`src/rtl/mem_req_arbiter.sv`:
```
// Shares one memory-controller channel between fetch (IF) and load/store (MEM).
// Ports: clk/rst/rdy; if_* fetch port; mem_* load/store port; ctrl_* controller.
module mem_req_arbiter #(
    parameter int STARVE_LIMIT = 4,
    parameter int CNT_W        = 3
) (
    input  logic        clk,
    input  logic        rst,
    input  logic        rdy,
    input  logic        if_req,
    input  logic [31:0] if_addr,
    input  logic        if_flush,
    output logic        if_done,
    output logic [31:0] if_data,
    input  logic        mem_req,
    input  logic        mem_we,
    input  logic [31:0] mem_addr,
    input  logic [2:0]  mem_width,
    input  logic [31:0] mem_wdata,
    output logic        mem_done,
    output logic [31:0] mem_rdata,
    output logic        ctrl_req,
    output logic        ctrl_we,
    output logic [31:0] ctrl_addr,
    output logic [1:0]  ctrl_size,
    output logic [31:0] ctrl_wdata,
    input  logic        ctrl_done,
    input  logic [31:0] ctrl_rdata
);

    typedef enum logic [1:0] {
        IDLE,
        BUSY_IF,
        BUSY_MEM
    } state_t;

    localparam logic [CNT_W-1:0] LIMIT = CNT_W'(STARVE_LIMIT);

    state_t           state;
    state_t           state_n;
    logic [CNT_W-1:0] cnt;
    logic             drop;
    logic             if_elig;
    logic             grant_if;
    logic             grant_mem;
    logic [1:0]       mem_size;
    logic [31:0]      load_ext;

    assign if_elig  = if_req & ~if_flush;
    // Width code 11 is not a legal RISC-V access; run it as a word.
    assign mem_size = (mem_width[1:0] == 2'b11) ? 2'b10 : mem_width[1:0];

    always_comb begin
        state_n   = state;
        grant_if  = 1'b0;
        grant_mem = 1'b0;
        unique case (state)
            IDLE: begin
                // MEM wins unless IF has already been passed over LIMIT times.
                if (mem_req && (!if_elig || cnt != LIMIT)) begin
                    grant_mem = 1'b1;
                    state_n   = BUSY_MEM;
                end else if (if_elig) begin
                    grant_if = 1'b1;
                    state_n  = BUSY_IF;
                end
            end
            BUSY_IF, BUSY_MEM: begin
                if (ctrl_done) begin
                    state_n = IDLE;
                end
            end
            default: state_n = IDLE;
        endcase
    end

    // ctrl_size is the latched access size; mem_width[2] is held by the
    // requester until mem_done, so it is still valid at completion.
    always_comb begin
        load_ext = ctrl_rdata;
        unique case (ctrl_size)
            2'b00: load_ext = mem_width[2]
                ? {24'b0, ctrl_rdata[7:0]}
                : {{24{ctrl_rdata[7]}}, ctrl_rdata[7:0]};
            2'b01: load_ext = mem_width[2]
                ? {16'b0, ctrl_rdata[15:0]}
                : {{16{ctrl_rdata[15]}}, ctrl_rdata[15:0]};
            default: load_ext = ctrl_rdata;
        endcase
    end

    always_ff @(posedge clk) begin
        if (rst) begin
            state      <= IDLE;
            cnt        <= '0;
            drop       <= 1'b0;
            if_done    <= 1'b0;
            if_data    <= '0;
            mem_done   <= 1'b0;
            mem_rdata  <= '0;
            ctrl_req   <= 1'b0;
            ctrl_we    <= 1'b0;
            ctrl_addr  <= '0;
            ctrl_size  <= '0;
            ctrl_wdata <= '0;
        end else if (rdy) begin
            state    <= state_n;
            if_done  <= 1'b0;
            mem_done <= 1'b0;
            if (grant_mem) begin
                ctrl_req   <= 1'b1;
                ctrl_we    <= mem_we;
                ctrl_addr  <= mem_addr;
                ctrl_size  <= mem_size;
                ctrl_wdata <= mem_wdata;
                if (if_elig && cnt != LIMIT) begin
                    cnt <= cnt + 1'b1;
                end
            end
            if (grant_if) begin
                ctrl_req   <= 1'b1;
                ctrl_we    <= 1'b0;
                ctrl_addr  <= if_addr;
                ctrl_size  <= 2'b10;
                ctrl_wdata <= '0;
                cnt        <= '0;
            end
            if (state == BUSY_IF) begin
                if (ctrl_done) begin
                    ctrl_req <= 1'b0;
                    drop     <= 1'b0;
                    // A flush landing on the completion edge also discards.
                    if (!drop && !if_flush) begin
                        if_done <= 1'b1;
                        if_data <= ctrl_rdata;
                    end
                end else if (if_flush) begin
                    drop <= 1'b1;
                end
            end
            if (state == BUSY_MEM && ctrl_done) begin
                ctrl_req <= 1'b0;
                mem_done <= 1'b1;
                if (!ctrl_we) begin
                    mem_rdata <= load_ext;
                end
            end
        end
    end

endmodule

```
`config.mk`:
```
export PLATFORM = sky130hd
export DESIGN_NAME = mem_req_arbiter
export DESIGN_NICKNAME = d
export VERILOG_FILES = /design/src/rtl/mem_req_arbiter.sv
export SDC_FILE = /design/constraint.sdc
export NUM_CORES = 1
export LEC_CHECK = 0
export ABC_CLOCK_PERIOD_IN_PS = 1900
export BUFFER_PORTS_ARGS = -buffer_cell sky130_fd_sc_hd__buf_2
export CORE_MARGIN = 2
export CORE_UTILIZATION = 41
export CTS_CLUSTER_SIZE = 10
export DETAILED_ROUTE_END_ITERATION = 10
export PLACE_DENSITY = 0.77
export SETUP_SLACK_MARGIN = 0.02
export SKIP_CTS_REPAIR_TIMING = 1
export SLEW_MARGIN = 30
export SYNTH_ARGS = -nofsm -noshare
export SYNTH_HDL_FRONTEND = slang
export SYNTH_SLANG_ARGS = --single-unit
```
`constraint.sdc`:
```
create_clock -name clk -period 1.9 [get_ports clk]
set_clock_uncertainty 0.15 [all_clocks]
set_input_delay 0.285 -clock clk [delete_from_list [all_inputs] [get_ports clk]]
set_output_delay 0.285 -clock clk [all_outputs]
set_load 0.03 [all_outputs]
```
==> impl_metrics.yaml <==
status:
  result_of_the_run: "complete, but fails checks"
  failing_checks: "hold timing"
global_route:
  maximum_number_of_pins_on_one_net_before_global_route_repair: 80
  antenna_violations_before_repair: 1
  grt_pass1_vias: 4796
  grt_overflow: 0
  gr-usage-all-layers_pct: 21.9
  global_route_wire_length_before_repair_um: 23400
sta:
  setup_viol_count_final: 0
  maxSlewHeadroom_pct: 65.3
  period_share_pct: 99.6
  setup_ws_ns: 0.00751
  achievable-frequency_mhz: 528
  final_number_of_hold_violating_endpoints: 9
  final_period_minus_worst_setup_slack_ns: 1.89
  slew_viol_final: 0
  worst_slew_pin_slew_ns: 0.514
  timing.setup.tns_ns: 0
  worst_hold_slack_ns: -0.0224
  rsz0062_at_grt: "yes"
placed_design:
  placement_setup_slack_ns: -0.0721
  port-buffer-count: 272
  rd_place_congestion: 0.797
  dpl.cell_count: 1036
  detailed_place.area_um2: 6980
  place_hpwl_um: 10900
die:
  fp.dieArea_um2: 13700
  core.rowCount: 41
  initial_utilization_pct: 41.8
  io_pins: 273
  die_h_um: 117
  die_width_um: 117
  floorplan.core_area_um2: 12600
critical_path:
  critical-path-top-delay-family: "compound AO/OA/AOI/OAI gates"
  criticalPathCategory: "flip-flop to flip-flop"
  crit_buf_inv: 3
  critPathLaunchType: "flip-flop"
  cp_slowest_cell: "dfxtp_2"
  path_cells: "inv_1 -> ha_2 -> a21bo_1 -> and3_4 -> buf_4 -> buf_4 -> nand2_1 -> a311oi_1"
  reg2reg_setup_slack_ns: 0.008
  cp.arrival_ns: 2.06
  worst_path_largest_cell_delay_ns: 0.32
  critPathCaptureType: "flip-flop"
  worstPathRequired_ns: 2.07
  critPathMaxFanout: 6
  path_common_cell: "buf_4"
clocking:
  cts-buffers-inserted: 17
  clk_latency_ns: 0.42
  cts_num_sinks: 140
  clockBufferDepth: 2
  ctsHtreeMaxLevel: 4
  cts-root-buf: "clkbuf_16"
  clk_pin_slew_ns: 0.06
  cts_tree: "done"
synth:
  synth.avg_cell_area_um2: 8.64
  postSynthNetCount: 752
  synthArstFlopShare_pct: 0
  syn-instance-count: 608
  synth_seq_area_share_pct: 53.4
  ys_seq_elements: 140
  synth.distinct_cells: 32
  yosys_most_used_dff: "dfxtp_1"
  synth-edff-count: 0
  synth_area_um2: 5250
  yosys_warnings: 0
final_layout:
  finalInstanceArea_um2: 8880
  fin_nets: 1144
  non_filler_instance_count_after_layout: 1185
  post_route_cells_drive_above_1_share_pct: 35.5
  area_growth_pct: 69.2
power:
  sw_power_mw: 2.09
  clock_power_share_pct: 45.4
  irDropWorstVdd_mv: 0.512
  p_int_mw: 6.08
  power-per-cell-area_nw_per_um2: 919
  power.leakage_nw: 4.06
  power.sequential.fraction_pct: 38.6
  combPwrFrac_pct: 16.0
  power.switching_fraction_pct: 25.6
run:
  max_cap_viol_count: 0
route:
  drt-wirelength-per-cell_um: 16.6
  wire_length_after_detailed_routing_um: 19700
  drt_via_density: 5.14
  post_route_antenna_net_violation_count: 0
  via_count: 6096
  drc: 0
  first_pass_iters: 5
  drt_iter0_markers: 467
min_path:
  min-delay-path-class: "input port to flip-flop"
==> per-stage QoR <==
stage / total power [mW] / util, % / hold WS [ns]
2_1_floorplan: 3.81 / - / 0.251
3_3_place_gp: 4.23 / 55.5 / 0.288
3_5_place_dp: 4.24 / 55.5 / 0.293
4_1_cts: 7.91 / 60.8 / -0.0923
5_1_grt: 8.47 / 70.7 / -0.00728
6_report: 8.16 / 70.7 / -0.0224
==> power groups by stage <==
stage | combinational, mW | sequential [mW] | clock [mW]
6_report | 1.31 | 3.15 | 3.70
5_1_grt | 1.39 | 3.17 | 3.91
4_1_cts | 1.04 | 3.14 | 3.73
3_5_place_dp | 1.04 | 3.20 | 0
3_3_place_gp | 1.03 | 3.20 | 0
2_1_floorplan | 0.357 | 3.46 | 0
==> synth_stat cells (2+ instances only) <==
library cell | number | area share [%]
nand2b_1 | 4 | 0.48
inv_1 | 8 | 0.57
a22o_1 | 33 | 5.5
o21ai_0 | 2 | 0.19
a31oi_1 | 3 | 0.36
a311oi_1 | 34 | 5.7
a21oi_1 | 46 | 4.4
buf_2 | 12 | 1.1
a32oi_1 | 2 | 0.33
a211oi_1 | 24 | 3.4
buf_6 | 4 | 0.86
nor3_1 | 3 | 0.29
nor2_1 | 65 | 4.6
nand2_1 | 173 | 12
nand3_1 | 6 | 0.57
dfxtp_1 | 140 | 53
clkbuf_1 | 30 | 2.1
ha_1 | 5 | 1.2
==> layer usage <==
metal / track usage [%] / vias up / routed length, um
met5: 0 / - / 0
met4: 8.24 / 0 / 465
met3: 7.62 / 39 / 1470
met2: 37.2 / 300 / 10100
met1: 25.6 / 2864 / 7610
li1: - / 2893 / -
==> kinds of logic (layout without fill, tap and decap cells) <==
group	count (synthesis)	count (layout)	share of synthesized area (%)
simple gates	259	260	19.9
compound gates	148	148	20.6
flops	140	140	53.4
buf+inv	55	458	4.79
fa+ha+maj	5	5	1.19
mux	1	1	0.214
other cells	0	1	0
==> worst paths after layout <==
kind,from,end,cells after the start
setup reg to reg,cnt[0]$_SDFFE_PP0P_,ctrl_addr[16]$_SDFFE_PP0P_,8
hold reg to reg,if_data[20]$_SDFFE_PP0P_,if_data[20]$_SDFFE_PP0P_,2
hold / removal,mem_addr[0],ctrl_addr[0]$_SDFFE_PP0P_,3
setup / recovery,cnt[0]$_SDFFE_PP0P_,ctrl_addr[16]$_SDFFE_PP0P_,8
==> state kept, by name, summed over array words and instances, names as in the netlist, 2 cells and up <==
register,flops
ctrl_addr,32
ctrl_size,2
if_data,32
cnt,3
state,2
mem_rdata,32
ctrl_wdata,32
==> final cells by class <==
type,count,area (um^2)
inverter,8,30.0
fill,866,3680
multi-input combinational,414,2270
clock buffer,22,474
sequential,140,2800
timing repair buffer,419,2910
antenna,1,2.50
tap,172,215
clock inverter,9,184
==> worst register-to-register path: cells and delay by family (launching register included) <==
family,cells,cell delay [ns]
AND/OR/NAND/NOR,2,0.35
flip-flops,1,0.32
adder cells (fa/ha/maj),1,0.17
AO/OA/AOI/OAI,2,0.47
buffers and inverters,3,0.34
==> cells in the final DEF, fill, tap and decap left out, types with 24 or more instances in the layout <==
cell type,synthesis,final
dlygate4sd3_1,0,107
a22o_1,33,33
buf_4,0,26
a211oi_1,24,24
a21oi_1,46,46
buf_2,12,272
a311oi_1,34,33
nor2_1,65,64
dfxtp_1,140,139
nand2_1,173,172
Power figures use the tool's default switching activity.
